[src/rtl/multicycle_control_unit.sv]
// rtl/multicycle_control_unit.sv - main control FSM for the multicycle RV32I datapath (optional ILLEGAL_TRAP_EN)
module multicycle_control_unit #(
    parameter logic [3:0] RESET_STATE = 4'd0
) (
    input  logic       clk,
    input  logic       rst,
    input  logic [6:0] opcode_i,
    input  logic       mem_ready_i,
    output logic       pc_write_o,
    output logic       pc_write_cond_o,
    output logic       pc_source_o,
    output logic       lorD_o,
    output logic       mem_read_o,
    output logic       mem_write_o,
    output logic       ir_write_o,
    output logic       reg_write_o,
    output logic [1:0] mem_to_reg_o,
    output logic [1:0] alu_src_a_o,
    output logic [1:0] alu_src_b_o,
    output logic [1:0] ALU_CO_o,
    output logic       is_immediate_o,
    output logic       instr_done_o,
    output logic       illegal_o
);

    typedef enum logic [3:0] {
        S_FETCH    = 4'd0,
        S_DECODE   = 4'd1,
        S_MEMADR   = 4'd2,
        S_MEMREAD  = 4'd3,
        S_MEMWB    = 4'd4,
        S_MEMWRITE = 4'd5,
        S_EXEC_R   = 4'd6,
        S_EXEC_I   = 4'd7,
        S_LUI      = 4'd8,
        S_AUIPC    = 4'd9,
        S_ALUWB    = 4'd10,
        S_BRANCH   = 4'd11,
        S_JAL      = 4'd12,
`ifdef ILLEGAL_TRAP_EN
        S_JALR     = 4'd13,
        S_TRAP     = 4'd14
`else
        S_JALR     = 4'd13
`endif
    } state_t;

    localparam logic [6:0] OP_LOAD   = 7'b0000011;
    localparam logic [6:0] OP_STORE  = 7'b0100011;
    localparam logic [6:0] OP_R      = 7'b0110011;
    localparam logic [6:0] OP_I      = 7'b0010011;
    localparam logic [6:0] OP_BRANCH = 7'b1100011;
    localparam logic [6:0] OP_JAL    = 7'b1101111;
    localparam logic [6:0] OP_JALR   = 7'b1100111;
    localparam logic [6:0] OP_LUI    = 7'b0110111;
    localparam logic [6:0] OP_AUIPC  = 7'b0010111;

    state_t state;
    state_t next_state;
    logic   opcode_legal;

    // Recognised RV32I major opcodes; anything else takes the illegal path in DECODE.
    always_comb begin
        case (opcode_i)
            OP_LOAD, OP_STORE, OP_R, OP_I, OP_BRANCH,
            OP_JAL, OP_JALR, OP_LUI, OP_AUIPC: opcode_legal = 1'b1;
            default:                            opcode_legal = 1'b0;
        endcase
    end

    // State register; reset always lands in FETCH.
    always_ff @(posedge clk) begin
        if (rst) begin
            state <= state_t'(RESET_STATE);
        end else begin
            state <= next_state;
        end
    end

`ifdef ILLEGAL_TRAP_EN
    logic illegal_q;

    // Sticky flag raised on the DECODE->TRAP edge, cleared only by reset.
    always_ff @(posedge clk) begin
        if (rst) begin
            illegal_q <= 1'b0;
        end else if (state == S_DECODE && !opcode_legal) begin
            illegal_q <= 1'b1;
        end
    end

    assign illegal_o = illegal_q & ~rst;
`else
    assign illegal_o = 1'b0;
`endif

    // Next-state and datapath controls; everything idles at 0 while reset is held.
    always_comb begin
        next_state      = state;
        pc_write_o      = 1'b0;
        pc_write_cond_o = 1'b0;
        pc_source_o     = 1'b0;
        lorD_o          = 1'b0;
        mem_read_o      = 1'b0;
        mem_write_o     = 1'b0;
        ir_write_o      = 1'b0;
        reg_write_o     = 1'b0;
        mem_to_reg_o    = 2'b00;
        alu_src_a_o     = 2'b00;
        alu_src_b_o     = 2'b00;
        ALU_CO_o        = 2'b00;
        is_immediate_o  = 1'b0;
        instr_done_o    = 1'b0;
        if (!rst) begin
            case (state)
                S_FETCH: begin
                    mem_read_o  = 1'b1;
                    alu_src_b_o = 2'b01;
                    if (mem_ready_i) begin
                        ir_write_o = 1'b1;
                        pc_write_o = 1'b1;
                        next_state = S_DECODE;
                    end
                end
                S_DECODE: begin
                    // ALUOut captures old-PC + immediate as the branch target.
                    alu_src_a_o = 2'b01;
                    alu_src_b_o = 2'b10;
                    case (opcode_i)
                        OP_LOAD, OP_STORE: next_state = S_MEMADR;
                        OP_R:              next_state = S_EXEC_R;
                        OP_I:              next_state = S_EXEC_I;
                        OP_BRANCH:         next_state = S_BRANCH;
                        OP_JAL:            next_state = S_JAL;
                        OP_JALR:           next_state = S_JALR;
                        OP_LUI:            next_state = S_LUI;
                        OP_AUIPC:          next_state = S_AUIPC;
                        default: begin
`ifdef ILLEGAL_TRAP_EN
                            next_state = S_TRAP;
`else
                            instr_done_o = 1'b1;
                            next_state   = S_FETCH;
`endif
                        end
                    endcase
                end
                S_MEMADR: begin
                    alu_src_a_o = 2'b10;
                    alu_src_b_o = 2'b10;
                    next_state  = (opcode_i == OP_LOAD) ? S_MEMREAD : S_MEMWRITE;
                end
                S_MEMREAD: begin
                    mem_read_o = 1'b1;
                    lorD_o     = 1'b1;
                    if (mem_ready_i) next_state = S_MEMWB;
                end
                S_MEMWB: begin
                    reg_write_o  = 1'b1;
                    mem_to_reg_o = 2'b01;
                    instr_done_o = 1'b1;
                    next_state   = S_FETCH;
                end
                S_MEMWRITE: begin
                    mem_write_o = 1'b1;
                    lorD_o      = 1'b1;
                    if (mem_ready_i) begin
                        instr_done_o = 1'b1;
                        next_state   = S_FETCH;
                    end
                end
                S_EXEC_R: begin
                    alu_src_a_o = 2'b10;
                    ALU_CO_o    = 2'b10;
                    next_state  = S_ALUWB;
                end
                S_EXEC_I: begin
                    alu_src_a_o    = 2'b10;
                    alu_src_b_o    = 2'b10;
                    ALU_CO_o       = 2'b10;
                    is_immediate_o = 1'b1;
                    next_state     = S_ALUWB;
                end
                S_LUI: begin
                    alu_src_a_o = 2'b11;
                    alu_src_b_o = 2'b10;
                    next_state  = S_ALUWB;
                end
                S_AUIPC: begin
                    alu_src_a_o = 2'b01;
                    alu_src_b_o = 2'b10;
                    next_state  = S_ALUWB;
                end
                S_ALUWB: begin
                    reg_write_o  = 1'b1;
                    instr_done_o = 1'b1;
                    next_state   = S_FETCH;
                end
                S_BRANCH: begin
                    alu_src_a_o     = 2'b10;
                    ALU_CO_o        = 2'b01;
                    pc_write_cond_o = 1'b1;
                    pc_source_o     = 1'b1;
                    instr_done_o    = 1'b1;
                    next_state      = S_FETCH;
                end
                S_JAL, S_JALR: begin
                    // Link write sees PC+4 while the PC takes the target on the same edge.
                    alu_src_a_o  = (state == S_JAL) ? 2'b01 : 2'b10;
                    alu_src_b_o  = 2'b10;
                    pc_write_o   = 1'b1;
                    reg_write_o  = 1'b1;
                    mem_to_reg_o = 2'b10;
                    instr_done_o = 1'b1;
                    next_state   = S_FETCH;
                end
`ifdef ILLEGAL_TRAP_EN
                S_TRAP: begin
                    next_state = S_TRAP;
                end
`endif
                default: begin
                    next_state = S_FETCH;
                end
            endcase
        end
    end

endmodule

[config.mk]
export PLATFORM = sky130hd
export DESIGN_NAME = multicycle_control_unit
export DESIGN_NICKNAME = d
export VERILOG_FILES = /design/src/rtl/multicycle_control_unit.sv
export SDC_FILE = /design/constraint.sdc
export NUM_CORES = 1
export LEC_CHECK = 0
export CAP_MARGIN = 0
export CORE_MARGIN = 2
export CORE_UTILIZATION = 25
export DETAILED_ROUTE_END_ITERATION = 6
export PLACE_DENSITY_LB_ADDON = 0.1
export SLEW_MARGIN = 5
export SYNTH_ARGS = -nofsm -noshare
export SYNTH_HDL_FRONTEND = slang
export SYNTH_SLANG_ARGS = --single-unit
[constraint.sdc]
create_clock -name clk -period 1.8 [get_ports clk]
set_input_delay 0.27 -clock clk [delete_from_list [all_inputs] [get_ports clk]]
set_output_delay 0.27 -clock clk [all_outputs]
set_load 0.01 [all_outputs]
==> impl_metrics.py <==
metrics = {
    "job": {
        "maxCapViolCount": 0,
    },
    "worst_setup_path": {
        "startpoint_type": "input pin",
        "path_max_fanout": 2,
        "path_cells": "clkdlybuf4s50_1 -> and2b_1 -> a21oi_1 -> a21oi_1 -> o22ai_1 -> clkbuf_2",
        "r2r_start": "state[0]",
        "path_class": "input pin to output port",
        "cp-end-kind": "output port",
        "worstPathRequired_ns": 1.53,
        "crit_top_cell": "a21oi_1",
        "r2r_end": "state[0]",
        "cpPeakStageDelay_ns": 0.47,
        "arrival_ns": 1.51,
        "rr_worst_depth": 6,
        "crit_family": "buffers and inverters",
        "r2r_slack_ns": 0.32,
        "worst_path_max_delay_cell": "clkdlybuf4s50_1",
        "cp_num_buf_inv": 2,
        "cp-startpoint": "mem_ready_i",
    },
    "timing": {
        "slew_violations": 0,
        "setup_viol": 0,
        "max_freq_mhz": 562,
        "setup_ws_ns": 0.0207,
        "rsz0062_at_grt": "yes",
        "hold_violations": 0,
        "post-route-period-util": 0.988,
        "finalCriticalPeriod_ns": 1.78,
        "finClkSkew_ns": 0.000103,
    },
    "layout": {
        "diodes": 0,
        "regMostFlops": "state",
        "drive_gt1_frac": 0.428,
        "fill_cells": 290,
        "nets": 178,
        "area_delta_synth_final_pct": 80.0,
        "largest_reg_flops": 4,
        "reg.largest.list": "state: 4 flops",
        "instances_no_fill": 197,
    },
    "cts": {
        "clk_pin_slew_ns": 0.04,
        "cts_tree": "built",
        "cts_buffer_depth": 2,
        "root_buffer": "clkbuf_4",
        "h-tree-depth": 1,
        "clock-sinks": 4,
        "clock_latency_ns": 0.23,
        "cts-buffers-inserted": 3,
    },
    "floorplanning": {
        "start_util": 0.267,
        "core_area_mm2": 0.00278,
        "io_pins": 29,
        "die_w_um": 58.5,
        "die-area_mm2": 0.00343,
        "num_rows": 19,
        "die_y_um": 58.5,
    },
    "logic_synthesis": {
        "ys_ff_latch": 4,
        "yosys.cell_count.top_type": "nor2_1",
        "ys_warn_count": 0,
        "syn_nets": 118,
        "yosys.area.top_type": "dfxtp_1",
        "syn_inst": 108,
        "synth_ff_type": "dfxtp_1",
        "synth.avg_cell_area_um2": 6.88,
        "synth_edf_count": 0,
        "synthArstFlopShare": 0,
        "synthTopCellsByArea": "dfxtp_1, buf_4, nor2_1",
        "synth.yosys.seq_area_share": 0.108,
        "synth.distinct_cells": 44,
        "synthTopCellsByCount": "nor2_1, buf_4, o21ai_0",
        "netlist_area_um2": 743,
        "synth_top_area_share": 0.108,
    },
    "pwr": {
        "power_frac_seq": 0.251,
        "p_int_mw": 0.261,
        "p_leak_nw": 0.623,
        "p_sw_mw": 0.123,
        "p_comb_frac": 0.469,
        "powerDensity_mw_per_mm2": 288,
        "switching_share": 0.320,
        "ir_drop_uv": 220,
        "power.share.clock": 0.280,
    },
    "worst_hold_path": {
        "holdPathStages": 3,
        "hold_start": "rst",
        "hold-path-endpoint": "state[0]",
        "hold_path.class": "input pin to register",
    },
    "placement": {
        "dp_hpwl_mm": 1.86,
        "dp.cells": 188,
        "dp_slack_ns": -0.513,
        "place.gp.congestion": 0.845,
        "portBuffers": 27,
    },
    "drt": {
        "antenna_left": 0,
        "drc": 0,
        "drt_first_pass_iters": 4,
        "totalWireLength_mm": 2.41,
        "first_iter_violations": 13,
        "vias": 976,
        "viasPerCell": 4.95,
        "wl_per_cell_um": 12.3,
    },
    "global_routing": {
        "antenna_found_initial": 0,
        "grt_usage": 0.144,
        "grt_max_degree": 15,
        "grt_pass1_vias": 924,
        "grt-ovfl-total": 0,
        "grt_pass1_wl_mm": 3.86,
    },
    "status": {
        "status": "finished clean",
    },
}
power groups by stage:
| stage | Sequential (mW) | Combinational, mW | Clock [mW] |
|---|---|---|---|
| 2_1_floorplan | 0.0938 | 0.0854 | 0 |
| 3_3_place_gp | 0.0990 | 0.175 | 0 |
| 3_5_place_dp | 0.0989 | 0.176 | 0 |
| 4_1_cts | 0.0959 | 0.178 | 0.114 |
| 5_1_grt | 0.0970 | 0.198 | 0.121 |
| 6_report | 0.0963 | 0.181 | 0.108 |
metrics by stage:
stage	power, mW	hold slack (ns)	area [µm²]	util	TNS [ns]
floorplan	0.179	0.441	743	-	0
global placement	0.274	0.850	1220	0.439	-4.16
detailed placement	0.274	0.817	1220	0.439	-4.36
CTS	0.387	0.564	1310	0.469	-0.120
global route	0.416	0.592	1340	0.481	-0.115
finish	0.385	0.567	1340	0.481	0
tightest hold or removal path, stage by stage:
cell	delay, ns
dlygate4sd2_1	0.21
buf_4	0.22
a221oi_2	0.05
cells in the final DEF, fill, tap and decap left out, types with 2 or more instances in the layout:
cell type	count
buf_4	37
dlygate4sd2_1	13
nor2_1	10
clkdlybuf4s50_1	8
nand2_1	6
o21ai_0	6
a21oi_1	5
inv_1	4
nand2b_1	4
nor4_1	4
buf_6	4
nor3_1	3
nor2_2	3
a31oi_1	3
clkbuf_4	3
buf_2	3
dfxtp_4	3
nor3b_1	2
nand2b_4	2
nor3_2	2
o21ai_1	2
and2b_1	2
and3_1	2
a221oi_2	2
a22oi_1	2
nand3b_1	2
clkbuf_2	2
worst max-delay path by stage:
stage / depth (start not counted) / slack, ns / to
floorplan: 5 / 0.18 / ALU_CO_o[0]
global placement: 6 / -0.42 / instr_done_o
detailed placement: 6 / -0.51 / instr_done_o
CTS: 5 / -0.11 / instr_done_o
global route: 6 / -0.06 / instr_done_o
finish: 6 / 0.02 / instr_done_o
repair_timing:
item	CTS	global route
pin swaps	4	4
setup endpoints to repair	18	6
buffers inserted	4	2
gates resized for setup	47	11
hold buffers	0	0
routing by layer:
layer / GRT usage / up-vias / share of wire
li1: - / 511 / -
met1: 0.182 / 444 / 0.46
met2: 0.254 / 21 / 0.50
met3: 0.0110 / 0 / 0.042
met4: 0.0498 / 0 / 0
met5: 0 / - / 0
final cells by class:
cell class / count / area [µm²] / area share
Timing Repair Buffer: 68 / 552 / 0.413
Inverter: 4 / 15.0 / 0.0112
Tap cell: 31 / 38.8 / 0.0290
Clock buffer: 3 / 22.5 / 0.0168
Multi-Input combinational cell: 87 / 617 / 0.461
Sequential cell: 4 / 92.6 / 0.0692
cell families (layout without fill, tap and decap cells):
logic type	after synthesis	in the layout	share of synthesized area
AOI/OAI and AO/OA	30	30	0.266
xor gates and xnor gates	2	2	0.0236
buffers and inverters	17	75	0.148
DFF	4	4	0.108
muxes	1	1	0.0135
other	1	1	0.00505
and+or+nand+nor	53	53	0.436
(Power assumes the default switching activity.)
